$ cat src/rtl/bcd_pkg.sv
// ---------------------------------------------------------------------------
// bcd_pkg
// Shared definitions for the sequential binary-to-BCD converter:
//   - FSM state encoding (S_IDLE / S_SHIFT / S_DONE)
//   - default binary width and digit count
//   - double-dabble add-3 threshold and increment
// ---------------------------------------------------------------------------
package bcd_pkg;

    // Defaults match the 16-bit divider upstream; 5 digits cover 0..65535.
    localparam int DEF_WIDTH  = 16;
    localparam int DEF_DIGITS = 5;

    // A digit >= 5 would become >= 10 after the next doubling, so it is
    // pre-corrected by +3 (the classic shift-and-add-3 rule).
    localparam logic [3:0] ADJ_THRESH = 4'd5;
    localparam logic [3:0] ADJ_ADD    = 4'd3;

    typedef enum logic [1:0] {
        S_IDLE  = 2'd0,
        S_SHIFT = 2'd1,
        S_DONE  = 2'd2
    } state_t;

endpackage : bcd_pkg

$ cat src/rtl/bcd_digit_adj.sv
// ---------------------------------------------------------------------------
// bcd_digit_adj
// Combinational per-digit double-dabble correction.
// Ports:
//   digit      in  4  current BCD digit
//   adj_digit  out 4  digit + 3 when digit >= 5, else digit unchanged
// The result is kept to 4 bits; no carry ever leaves a digit because any
// legal working digit (0..9) maps to at most 12.
// ---------------------------------------------------------------------------
module bcd_digit_adj
    import bcd_pkg::*;
(
    input  logic [3:0] digit,
    output logic [3:0] adj_digit
);

    assign adj_digit = (digit >= ADJ_THRESH) ? (digit + ADJ_ADD) : digit;

endmodule : bcd_digit_adj

$ cat src/rtl/bin2bcd_seq.sv
// ---------------------------------------------------------------------------
// bin2bcd_seq
// Sequential binary-to-packed-BCD converter (double dabble, one bit per clk).
// Sits after the sequential divider; the divider's done pulse can drive start.
//
// Parameters:
//   WIDTH   binary input width                  (default 16)
//   DIGITS  number of BCD digits, needs 10^DIGITS > 2^WIDTH - 1 (default 5)
//
// Ports:
//   clk     in   1          rising-edge clock
//   rst_n   in   1          asynchronous active-low reset
//   start   in   1          conversion request, only honoured in IDLE
//   bin     in   WIDTH      unsigned value, captured on the accepting edge
//   busy    out  1          high from accept edge until the result edge
//   done    out  1          one-cycle pulse when bcd is updated
//   bcd     out  4*DIGITS   packed BCD result (digit 0 in [3:0]), held
//
// Timing: accept at edge 0, shifts on edges 1..WIDTH, result/done on edge
// WIDTH+1, done clears on edge WIDTH+2 (where a held start is re-accepted).
// ---------------------------------------------------------------------------
module bin2bcd_seq
    import bcd_pkg::*;
#(
    parameter int WIDTH  = DEF_WIDTH,
    parameter int DIGITS = DEF_DIGITS
) (
    input  logic                  clk,
    input  logic                  rst_n,
    input  logic                  start,
    input  logic [WIDTH-1:0]      bin,
    output logic                  busy,
    output logic                  done,
    output logic [4*DIGITS-1:0]   bcd
);

    localparam int CW = $clog2(WIDTH + 1);
    localparam int BW = 4 * DIGITS;

    state_t            state;
    state_t            state_nxt;
    logic [WIDTH-1:0]  sh_bin;
    logic [BW-1:0]     sh_bcd;
    logic [BW-1:0]     adj_bcd;
    logic [CW-1:0]     cnt;

    // Add-3 correction network applied to every working digit in parallel.
    for (genvar g = 0; g < DIGITS; g++) begin : g_adj
        bcd_digit_adj u_adj (
            .digit     (sh_bcd[4*g +: 4]),
            .adj_digit (adj_bcd[4*g +: 4])
        );
    end

    // Next-state logic.
    always_comb begin
        state_nxt = state;
        case (state)
            S_IDLE: begin
                if (start) begin
                    state_nxt = S_SHIFT;
                end
            end
            S_SHIFT: begin
                // cnt counts remaining shifts; 1 means this edge is the last.
                if (cnt == CW'(1)) begin
                    state_nxt = S_DONE;
                end
            end
            S_DONE: begin
                state_nxt = S_IDLE;
            end
            default: begin
                state_nxt = S_IDLE;
            end
        endcase
    end

    // State and datapath registers.
    always_ff @(posedge clk or negedge rst_n) begin
        if (!rst_n) begin
            state  <= S_IDLE;
            sh_bin <= '0;
            sh_bcd <= '0;
            cnt    <= '0;
            busy   <= 1'b0;
            done   <= 1'b0;
            bcd    <= '0;
        end else begin
            state <= state_nxt;
            case (state)
                S_IDLE: begin
                    done <= 1'b0;
                    if (start) begin
                        sh_bin <= bin;
                        sh_bcd <= '0;
                        cnt    <= CW'(WIDTH);
                        busy   <= 1'b1;
                    end
                end
                S_SHIFT: begin
                    // Adjust first, then shift the binary MSB into the BCD LSB.
                    // The final shift is not followed by another adjust, so the
                    // value captured in S_DONE is already in 0..9 per digit.
                    sh_bcd <= {adj_bcd[BW-2:0], sh_bin[WIDTH-1]};
                    sh_bin <= {sh_bin[WIDTH-2:0], 1'b0};
                    cnt    <= cnt - CW'(1);
                end
                S_DONE: begin
                    bcd  <= sh_bcd;
                    done <= 1'b1;
                    busy <= 1'b0;
                end
                default: begin
                    busy <= 1'b0;
                    done <= 1'b0;
                end
            endcase
        end
    end

endmodule : bin2bcd_seq

$ cat config.mk
export PLATFORM = sky130hd
export DESIGN_NAME = bin2bcd_seq
export DESIGN_NICKNAME = d
export VERILOG_FILES = /design/src/rtl/bcd_pkg.sv /design/src/rtl/bcd_digit_adj.sv /design/src/rtl/bin2bcd_seq.sv
export SDC_FILE = /design/constraint.sdc
export NUM_CORES = 1
export LEC_CHECK = 0
export CORE_ASPECT_RATIO = 0.5
export CORE_UTILIZATION = 25
export DETAILED_ROUTE_END_ITERATION = 8
export MAX_ROUTING_LAYER = met4
export RECOVER_POWER = 100
export SETUP_SLACK_MARGIN = 0.02
export SYNTH_ARGS = -nofsm -noshare
export SYNTH_HDL_FRONTEND = slang
export SYNTH_SLANG_ARGS = --single-unit
$ cat constraint.sdc
create_clock -name clk -period 2.4 [get_ports clk]
set_clock_uncertainty 0.2 [all_clocks]
set_input_delay 0.48 -clock clk [delete_from_list [all_inputs] [get_ports clk]]
set_output_delay 0.48 -clock clk [all_outputs]
set_load 0.01 [all_outputs]
==> run_results.csv <==
group,metric,value,unit
synth,synth_nets,333,
flow_run,maxCapViolCount,0,
critical_path,cp-end-kind,"output pin",
cells_and_area,drive_above_1_share,0.0852,
placed_design,gp_congestion,0.758,
cells_and_area,multi_input_area,1260,sq um
detailed_routing,route.detailed.drc,0,
critical_path,critPathTopFamily,"buffers and inverters",
min_path,holdCritPathClass,"reg -> reg",
clock_tree,cts_sinks,65,
global_route,grt_start_max_net_pins,42,
floorplan,dieArea,12900,sq um
critical_path,cp.arrival,1330,ps
timing,fin_crit,2010,ps
cells_and_area,fin_nets,378,
detailed_routing,drt-pass1-iter-count,4,
synth,avgSynthCellArea,10.2,sq um
floorplan,die_w,159,um
timing,fin_setup_tns,0,ps
synth,syn_inst,302,
critical_path,worst-path-buf-inv,1,
pwr,p_leak,1.72,nW
floorplan,start_util,0.259,
synth,ys_seq_elements,65,
critical_path,cp_max_fo,2,
synth,synth_top_area_share,0.526,
synth,synth-xor-area-share,0.0113,
synth,synth_common_cells,"dfrtp_1 (65), nand2_1 (51), o21ai_0 (41), inv_1 (24), a22oi_1 (15)",
timing,worst_slew_pin_slew,916,ps
global_route,grt_pass1_vias,2318,
timing,setup_violations,0,
synth,synth_area,3090,sq um
critical_path,worst-setup-path-type,"reg -> out",
pwr,pwr_density_cell,1310,nW/um^2
synth,yosys.area.top_type,"dfrtp_1",
timing,slew_headroom,0.389,
synth,synth_fa_ha_area_frac,0.0485,
clock_tree,cts_tree,"done",
synth,synthMuxAreaShare,0.00323,
cells_and_area,diodes,0,
synth,synth_ff_type,"dfrtp_1",
floorplan,io-pin-count,41,
clock_tree,cts_root_buffer,"clkbuf_16",
detailed_routing,wirelength,6460,um
detailed_routing,drt_iter0_markers,123,
synth,yosys_warnings,0,
critical_path,cp_slowest_stage_delay,620,ps
synth,synth_compound_area_frac,0.234,
timing,maxSlewViolCount,0,
floorplan,core,11900,sq um
synth,yosysSeqAreaShare,0.526,
synth,yosysMostFrequentCell,"dfrtp_1",
critical_path,path_cells,"dlygate4sd3_1",
synth,synth_edf_count,0,
critical_path,required,1720,ps
cells_and_area,area_growth,30.4,%
timing,hold_ws,271,ps
global_route,grt-ovfl-total,0,
detailed_routing,vias,2341,
timing,grt_setup_unrepaired,"no",
critical_path,crit_path_top_delay_cell,"dlygate4sd3_1",
synth,async_flop_share,1.00,
clock_tree,cts-resized-gates,0,
placed_design,portBuffers,40,
timing,finalCritPeriodShare,0.837,
synth,synthSimpleGateAreaFrac,0.111,
synth,synth_area_leaders,"dfrtp_1 (53%), o21ai_0 (6.6%), nand2_1 (6.2%)",
placed_design,hpwl,4360,um
timing,fmax,498,MHz
clock_tree,clockBufferDepth,2,
floorplan,rows,28,
synth,synth_cell_types,35,
critical_path,crit_path_start_kind,"flip-flop",
floorplan,die_y,80.7,um
detailed_routing,wl_per_cell,12.5,um
clock_tree,numCtsBuffers,9,
global_route,grt_pass1_wl,11000,um
clock_tree,clock_latency,330,ps
timing,hold_viol_final,0,
synth,synth_top_family_by_area,"compound AO/OA/AOI/OAI gates",
run_status,status,"complete, no violations",
global_route,antenna_found_initial,0,
pwr,vdd_drop_max,0.000419,V
clock_tree,cts-htree-levels,3,
cells_and_area,n_fill_cell,1178,
global_route,grt_use_total,0.112,
detailed_routing,viasPerCell,4.53,
cells_and_area,seqCellArea,1630,sq um
detailed_routing,ant_nets,0,
clock_tree,clk_pin_slew_worst_paths,60,ps
==> cell families (layout without fill, tap and decap cells) <==
group | after synthesis | after routing
AO/OA/AOI/OAI | 102 | 102
XOR/XNOR | 4 | 4
adder cells (fa/ha/maj) | 12 | 12
buffers and inverters | 42 | 92
flip-flops | 65 | 65
multiplexers | 1 | 1
AND/OR/NAND/NOR | 76 | 76
==> layout make-up <==
class	count	share of cell area
Multi-Input combinational cell	195	0.313
Sequential cell	65	0.403
Clock buffer	10	0.0592
Timing Repair Buffer	52	0.123
Tap cell	165	0.0512
Inverter	24	0.0223
Clock inverter	6	0.0285
==> final timing paths <==
kind                          start    endpoint  slack (ps)  cells after the start
hold / removal               bcd[6]      bcd[6]         270                      2
max in group asynchronous     rst_n  sh_bcd[10]         680                      3
min in group asynchronous     rst_n      bcd[4]         480                      2
setup reg to reg           state[1]      bcd[5]         590                      4
hold reg to reg              bcd[6]      bcd[6]         270                      2
setup / recovery            bcd[15]     bcd[15]         390                      1
==> through the flow <==
step / instances / setup slack [ps] / util / cell area, sq um / power (mW)
4_1_cts: 517 / 454 / 0.339 / 4060 / 5.43
6_report: 517 / 392 / 0.338 / 4040 / 5.28
3_3_place_gp: 500 / 176 / 0.309 / 3690 / 3.85
5_1_grt: 517 / 256 / 0.338 / 4040 / 5.69
2_1_floorplan: 302 / 920 / - / 3090 / 3.17
3_5_place_dp: 500 / 171 / 0.309 / 3690 / 3.88
==> cell usage in the layout, fill, tap and decap left out, types with 2 or more instances in the layout <==
master,netlist,final
a22oi_1,15,15
a32o_1,5,5
buf_12,0,2
buf_4,4,4
bufinv_16,0,3
clkbuf_1,3,4
clkbuf_16,0,9
clkdlybuf4s50_1,0,16
clkinv_4,0,2
dfrtp_1,65,65
dlygate4sd3_1,0,24
ha_1,12,12
inv_1,24,24
nand2_1,51,51
nand2b_1,7,7
nand3_1,2,2
nor2_1,3,3
nor2b_1,7,6
o2111ai_1,10,10
o211ai_1,5,5
o21a_1,5,5
o21ai_0,41,43
o221ai_2,4,4
o31ai_1,5,5
o32ai_1,4,4
xnor2_1,4,4
==> state kept, by name, summed over array words and instances (netlist names) <==
| register | flops |
|---|---|
| cnt | 5 |
| state | 2 |
| bcd | 20 |
| sh_bcd | 20 |
| sh_bin | 16 |
| done | 1 |
| busy | 1 |
==> routing by layer <==
layer / vias to the layer above / GRT usage / part of all wire
li1: 1162 / - / -
met1: 1146 / 0.130 / 0.48
met2: 27 / 0.186 / 0.47
met3: 6 / 0.0351 / 0.034
met4: 0 / 0.0346 / 0.0088
met5: - / - / 0
==> power breakdown <==
part / total [mW] / leakage [nW] / internal [mW] / switching (mW)
registers: 1.83 / 0.830 / 1.54 / 0.285
logic: 1.93 / 0.726 / 0.872 / 1.05
clock network: 1.53 / 0.169 / 1.05 / 0.482
total: 5.28 / 1.72 / 3.46 / 1.82
==> what timing repair did <==
action,in CTS,in global routing
endpoints found under the hold margin,21,0
setup buffers,0,0
hold buffers,1,0
Power figures use the tool's default switching activity.
